$ cat config.mk
export PLATFORM = sky130hd
export DESIGN_NAME = demux4b_1_to_4_reg
export DESIGN_NICKNAME = d
export VERILOG_FILES = /design/src/rtl/demux4b_1_to_4_reg.sv
export SDC_FILE = /design/constraint.sdc
export NUM_CORES = 1
export LEC_CHECK = 0
export CAP_MARGIN = 20
export CORE_MARGIN = 1.5
export CORE_UTILIZATION = 39
export DETAILED_ROUTE_END_ITERATION = 6
export DONT_BUFFER_PORTS = 1
export MAX_ROUTING_LAYER = met4
export SETUP_SLACK_MARGIN = 0.5
export SLEW_MARGIN = 20
export SYNTH_ARGS = -nofsm -noshare
export SYNTH_HDL_FRONTEND = slang
export SYNTH_SLANG_ARGS = --single-unit
$ cat constraint.sdc
create_clock -name clock -period 1.9 [get_ports clock]
set_input_delay 0.19 -clock clock [delete_from_list [all_inputs] [get_ports clock]]
set_output_delay 0.19 -clock clock [all_outputs]
set_load 0.005 [all_outputs]
$ cat src/rtl/demux4b_1_to_4_reg.sv
// Registered 1-to-4 demultiplexer: gathers four WIDTH-bit words into channel registers a-d
// and holds the frame until frame_ack. Define DEMUX_AUTO_SEL_EN for round-robin channel select.
module demux4b_1_to_4_reg #(
    parameter int WIDTH = 4
) (
    input  logic             clock,
    input  logic             reset,
    input  logic [WIDTH-1:0] in_data,
    input  logic             in_valid,
    output logic             in_ready,
    input  logic             select1,
    input  logic             select0,
    input  logic             frame_ack,
    output logic [WIDTH-1:0] a,
    output logic [WIDTH-1:0] b,
    output logic [WIDTH-1:0] c,
    output logic [WIDTH-1:0] d,
    output logic [3:0]       vld,
    output logic             frame_done,
    output logic             ovr,
    output logic             dbg_state
);

    typedef enum logic {
        FILL = 1'b0,
        FULL = 1'b1
    } state_t;

    state_t           state_q;
    state_t           state_d;
    logic [1:0]       sel;
    logic [3:0]       sel_1h;
    logic [3:0]       vld_q;
    logic [3:0]       vld_upd;
    logic             xfer;
    logic             complete;
    logic             ovr_q;
    logic             done_q;
    logic [WIDTH-1:0] ch_q [4];

`ifdef DEMUX_AUTO_SEL_EN
    logic [1:0] cnt_q;
    assign sel = cnt_q;
`else
    assign sel = {select1, select0};
`endif

    // Handshake: a word moves only on a clock edge where in_valid && in_ready;
    // in_ready depends on state alone, never on in_valid.
    always_comb begin
        in_ready = (state_q == FILL);
        xfer     = in_valid && in_ready;
        sel_1h   = 4'b0001 << sel;
        vld_upd  = vld_q | sel_1h;
        // A flush in the same cycle drops the word, so it cannot complete a frame.
        complete = xfer && !frame_ack && (vld_upd == 4'b1111);
        state_d  = state_q;
        case (state_q)
            FILL: if (complete) state_d = FULL;
            FULL: if (frame_ack) state_d = FILL;
            default: state_d = FILL;
        endcase
    end

    always_ff @(posedge clock or posedge reset) begin
        if (reset) state_q <= FILL;
        else       state_q <= state_d;
    end

    always_ff @(posedge clock or posedge reset) begin
        if (reset) begin
            for (int i = 0; i < 4; i++) ch_q[i] <= '0;
            vld_q  <= 4'b0000;
            ovr_q  <= 1'b0;
            done_q <= 1'b0;
`ifdef DEMUX_AUTO_SEL_EN
            cnt_q  <= 2'd0;
`endif
        end else begin
            done_q <= complete;
            if (frame_ack) begin
                vld_q <= 4'b0000;
                ovr_q <= 1'b0;
`ifdef DEMUX_AUTO_SEL_EN
                cnt_q <= 2'd0;
`endif
            end else if (xfer) begin
                ch_q[sel] <= in_data;
                vld_q     <= vld_upd;
                if (vld_q[sel]) ovr_q <= 1'b1;
`ifdef DEMUX_AUTO_SEL_EN
                cnt_q     <= cnt_q + 2'd1;
`endif
            end
        end
    end

    assign a          = ch_q[0];
    assign b          = ch_q[1];
    assign c          = ch_q[2];
    assign d          = ch_q[3];
    assign vld        = vld_q;
    assign ovr        = ovr_q;
    assign frame_done = done_q;
    assign dbg_state  = state_q;

endmodule

==> metrics.md <==
| Metric | Value |
|---|---|
| CTS tree | built |
| Placed inst area | 987.2 um^2 |
| Final TNS setup | 0 ns |
| Worst slew pin tran | 0.3681 ns |
| Met2 WL | 870 um |
| Synth Area in Simple Gates | 0.06545 |
| Dpl ws | 0.3417 ns |
| Distinct cells, synth | 18 |
| Longest Clk Path Bufs | 2 |
| Top Ports | 34 |
| Post-synth ARST share | 1.000 |
| Die area | 0.002757 mm^2 |
| Share of cells above drive strength 1 | 0.3671 |
| Syn-to-layout area delta | 15.18% |
| Vias in the first global route | 552 |
| Post-Synthesis Cells | 67 |
| Drt drc | 0 |
| R2r worst-path depth | 3 |
| Power share of the sequential group | 0.642 |
| Final min period | 1.429 ns |
| First-pass GRT wire length | 2.835 mm |
| CTS Root Cell | clkbuf_4 |
| Slowest CP cell | dfrtp_2 |
| Post-route antenna net violation count | 0 |
| Lkg Pwr | 0.5065 nW |
| Die span in x | 52.51 um |
| Area share of the largest cell type after synthesis | 0.6021 |
| Sw Share | 0.2579 |
| # port buffers | 0 |
| Final clock skew | 0.002991 ns |
| Most used DFF post-synth | dfrtp_1 |
| Post-synthesis adder-cell area fraction | 0 |
| Clock sink count | 23 |
| Crit path DAT | 1.63 ns |
| Final instance area | 0.001101 mm^2 |
| Largest net degree at the start of global routing | 24 |
| Antenna diodes | 0 |
| Post-Syn Area | 955.9 um^2 |
| Post-Synth XOR/XNOR Area | 0 |
| Post-Place Cells | 95 |
| Worst Hold Class | input pin to register |
| EDFF count, synth | 0 |
| Via density | 5.187 |
| Met1 WL | around 890 um |
| Fin. Hold Viols | 0 |
| Placer congestion estimate | 0.7882 |
| Required time of the critical path | 2.10 ns |
| Final setup vio count | 0 |
| Iteration-0 DRC Markers | 3 |
| Initial antenna violation count | 0 |
| Total CTS buffers | 3 |
| Iteration count of the initial detailed-routing pass | 4 |
| Core Footprint | 0.002255 mm^2 |
| Crit end category | register |
| Period utilization | 0.7519 |
| Flop2flop setup slack | 0.47 ns |
| WS Path Type | register to register |
| Outcome | complete, no violations |
| Slew HR | 0.7546 |
| Worst-path clk slew | 0.12 ns |
| Pwr Density | about 900 mW/mm^2 |
| Unrepaired setup endpoints after global routing | true |
| Clk_lat worst skew | 0.31 ns |
| Top sig layer | met4 |
| CP cell instances | nor3b_4 > and3_4 > mux2_4 |
| Critical path peak fanout | 5 |
| Crit path to | d[0] |
| Hpwl dp | between 1 and 1.5 mm |
| FF-to-FF End | d[0] |
| WL/cell | 17.93 um |
| Comb pwr share | 0.136 |
| CP Launch Point | dbg_state |
| Post-synthesis compound-gate area fraction | 0.06152 |
| # H-tree levels | 1 |
| Yosys top cell by area | dfrtp_1 |
| Yosys warns | 0 |
| Share of the yosys chip area belonging to registers | 0.6021 |
| GRT overflow | 0 |
| Syn Area/Cell | 14.27 um^2 |
| Num rows | 17 |
| Metal3 WL | 143 um |
| VDD IR max | approximately 0.61 mV |
| CP startpoint kind | register |
| Maxcap violations | 0 |
| Total chip power | 0.001001 W |
| Crit path max-delay family | simple AND/OR/NAND/NOR gates |
| Worst r2r src | dbg_state |
| Worst path depth | 3 |
| Vias | 555 |
| CP bufs+invs | 0 |
| FMAX | around 700 MHz |
| Fillers | 221 |
| # nets final | 90 |
| GR Util All Layers | 0.1551 |
| Syn_nets | slightly below 80 |
| Clock network power share | 0.222 |
| Register bit total from synthesis | 23 |
| P_sw | 0.0002582 W |
| Overall die height | 52.51 um |
| Largest stage delay on the critical path | 0.47 ns |
| Slew Viols, Final | 0 |
| Final std cells w/o fill | 107 |
| Final WL | approximately 1.9 mm |
| Synth top area cells | dfrtp_1 60%, mux2_2 14%, mux2_4 6.3%, inv_1 2.7%, mux4_1 2.7% |
| Final WS setup | approximately 0.47 ns |
| Post-synthesis mux area share | 0.2317 |
| Initial core utilization | 0.4240 |
| Internal | between 0.0007 and 0.0008 W |
| Largest family of logic cells by synthesized area | multiplexers |
cells by family after synthesis:
logic type | Yosys count
buffers and inverters | 8
muxes | 17
AOI/OAI and AO/OA | 9
DFF | 23
and+or+nand+nor | 10
cell usage after synthesis (4+ instances only):
cell,count
nand2_1,4
dfrtp_1,23
mux2_2,12
mux2_4,4
inv_1,7
o21ai_0,5
registers in the layout, indices dropped and copies added (netlist names):
| name | count |
|---|---|
| frame_done | 1 |
| dbg_state | 1 |
| c | 4 |
| b | 4 |
| ovr | 1 |
| d | 4 |
| vld | 4 |
| a | 4 |
stage by stage:
step	util	hold slack [ns]
final	0.4883	0.02603
after global routing	0.4883	0.004437
after CTS	0.4606	-0.04329
after detailed placement	0.4378	0.1411
after global placement	0.4378	0.1382
after floorplan	-	0.1919
cell usage in the layout (no fill, tap or decap):
cell type / netlist / routed
mux4_1: 1 / 1
a21o_2: 1 / 1
o21ai_0: 5 / 5
nor2b_1: 1 / 1
and3_4: 0 / 1
inv_1: 7 / 7
a221oi_1: 1 / 1
nor2_1: 1 / 1
nor3b_4: 1 / 1
clkbuf_4: 0 / 3
mux2_2: 12 / 12
dfrtp_1: 23 / 22
dfrtp_2: 0 / 1
mux2_4: 4 / 4
and2b_1: 1 / 1
buf_4: 0 / 3
dlygate4sd3_1: 0 / 6
nand2_2: 0 / 2
nand2_1: 4 / 2
clkinv_2: 0 / 1
a21o_1: 1 / 1
nand3_1: 1 / 1
a22o_1: 1 / 1
power groups by stage:
| stage | logic [W] | registers [W] | clock network, W |
|---|---|---|---|
| 2_1_floorplan | 0.000108 | 0.000631 | 0 |
| 3_3_place_gp | 0.000116 | 0.000653 | 0 |
| 3_5_place_dp | 0.000121 | 0.000654 | 0 |
| 4_1_cts | 0.000124 | 0.000646 | 0.000235 |
| 5_1_grt | 0.000148 | 0.000656 | 0.000254 |
| 6_report | 0.000136 | 0.000642 | 0.000223 |
metal layers:
| layer | vias up | GRT usage |
|---|---|---|
| met2 | 23 | 0.2188 |
| met4 | 0 | 0.04701 |
| li1 | 254 | - |
| met1 | 276 | 0.1978 |
| met5 | - | - |
| met3 | 2 | 0.07429 |
final cells by class:
class	instances	area [um^2]	share of cell area
Tap cell	28	35.03	0.03182
Sequential cell	23	576.8	0.5239
Timing Repair Buffer	9	82.58	0.07500
Clock inverter	1	5.005	0.004545
Inverter	7	26.28	0.02386
Clock buffer	3	22.52	0.02045
Multi-Input combinational cell	36	352.8	0.3205
how the worst min path moves through the flow:
stage	depth (start not counted)	end	slack [ns]	from
after global routing	1	c[3]	0.004	in_data[3]
after floorplan	1	a[0]	0.19	reset
final	1	b[0]	0.03	in_data[0]
after CTS	1	vld[1]	-0.04	frame_ack
after global placement	2	c[1]	0.14	reset
after detailed placement	2	c[0]	0.14	reset
what timing repair did:
action | in CTS | in global routing
hold buffers | 1 | 5
resized for setup | 3 | 2
endpoints found under the setup margin | 16 | 17
buffers inserted | 1 | 1
endpoints found under the hold margin | 26 | 16
pin swaps | 0 | 1
(Power assumes the default switching activity.)
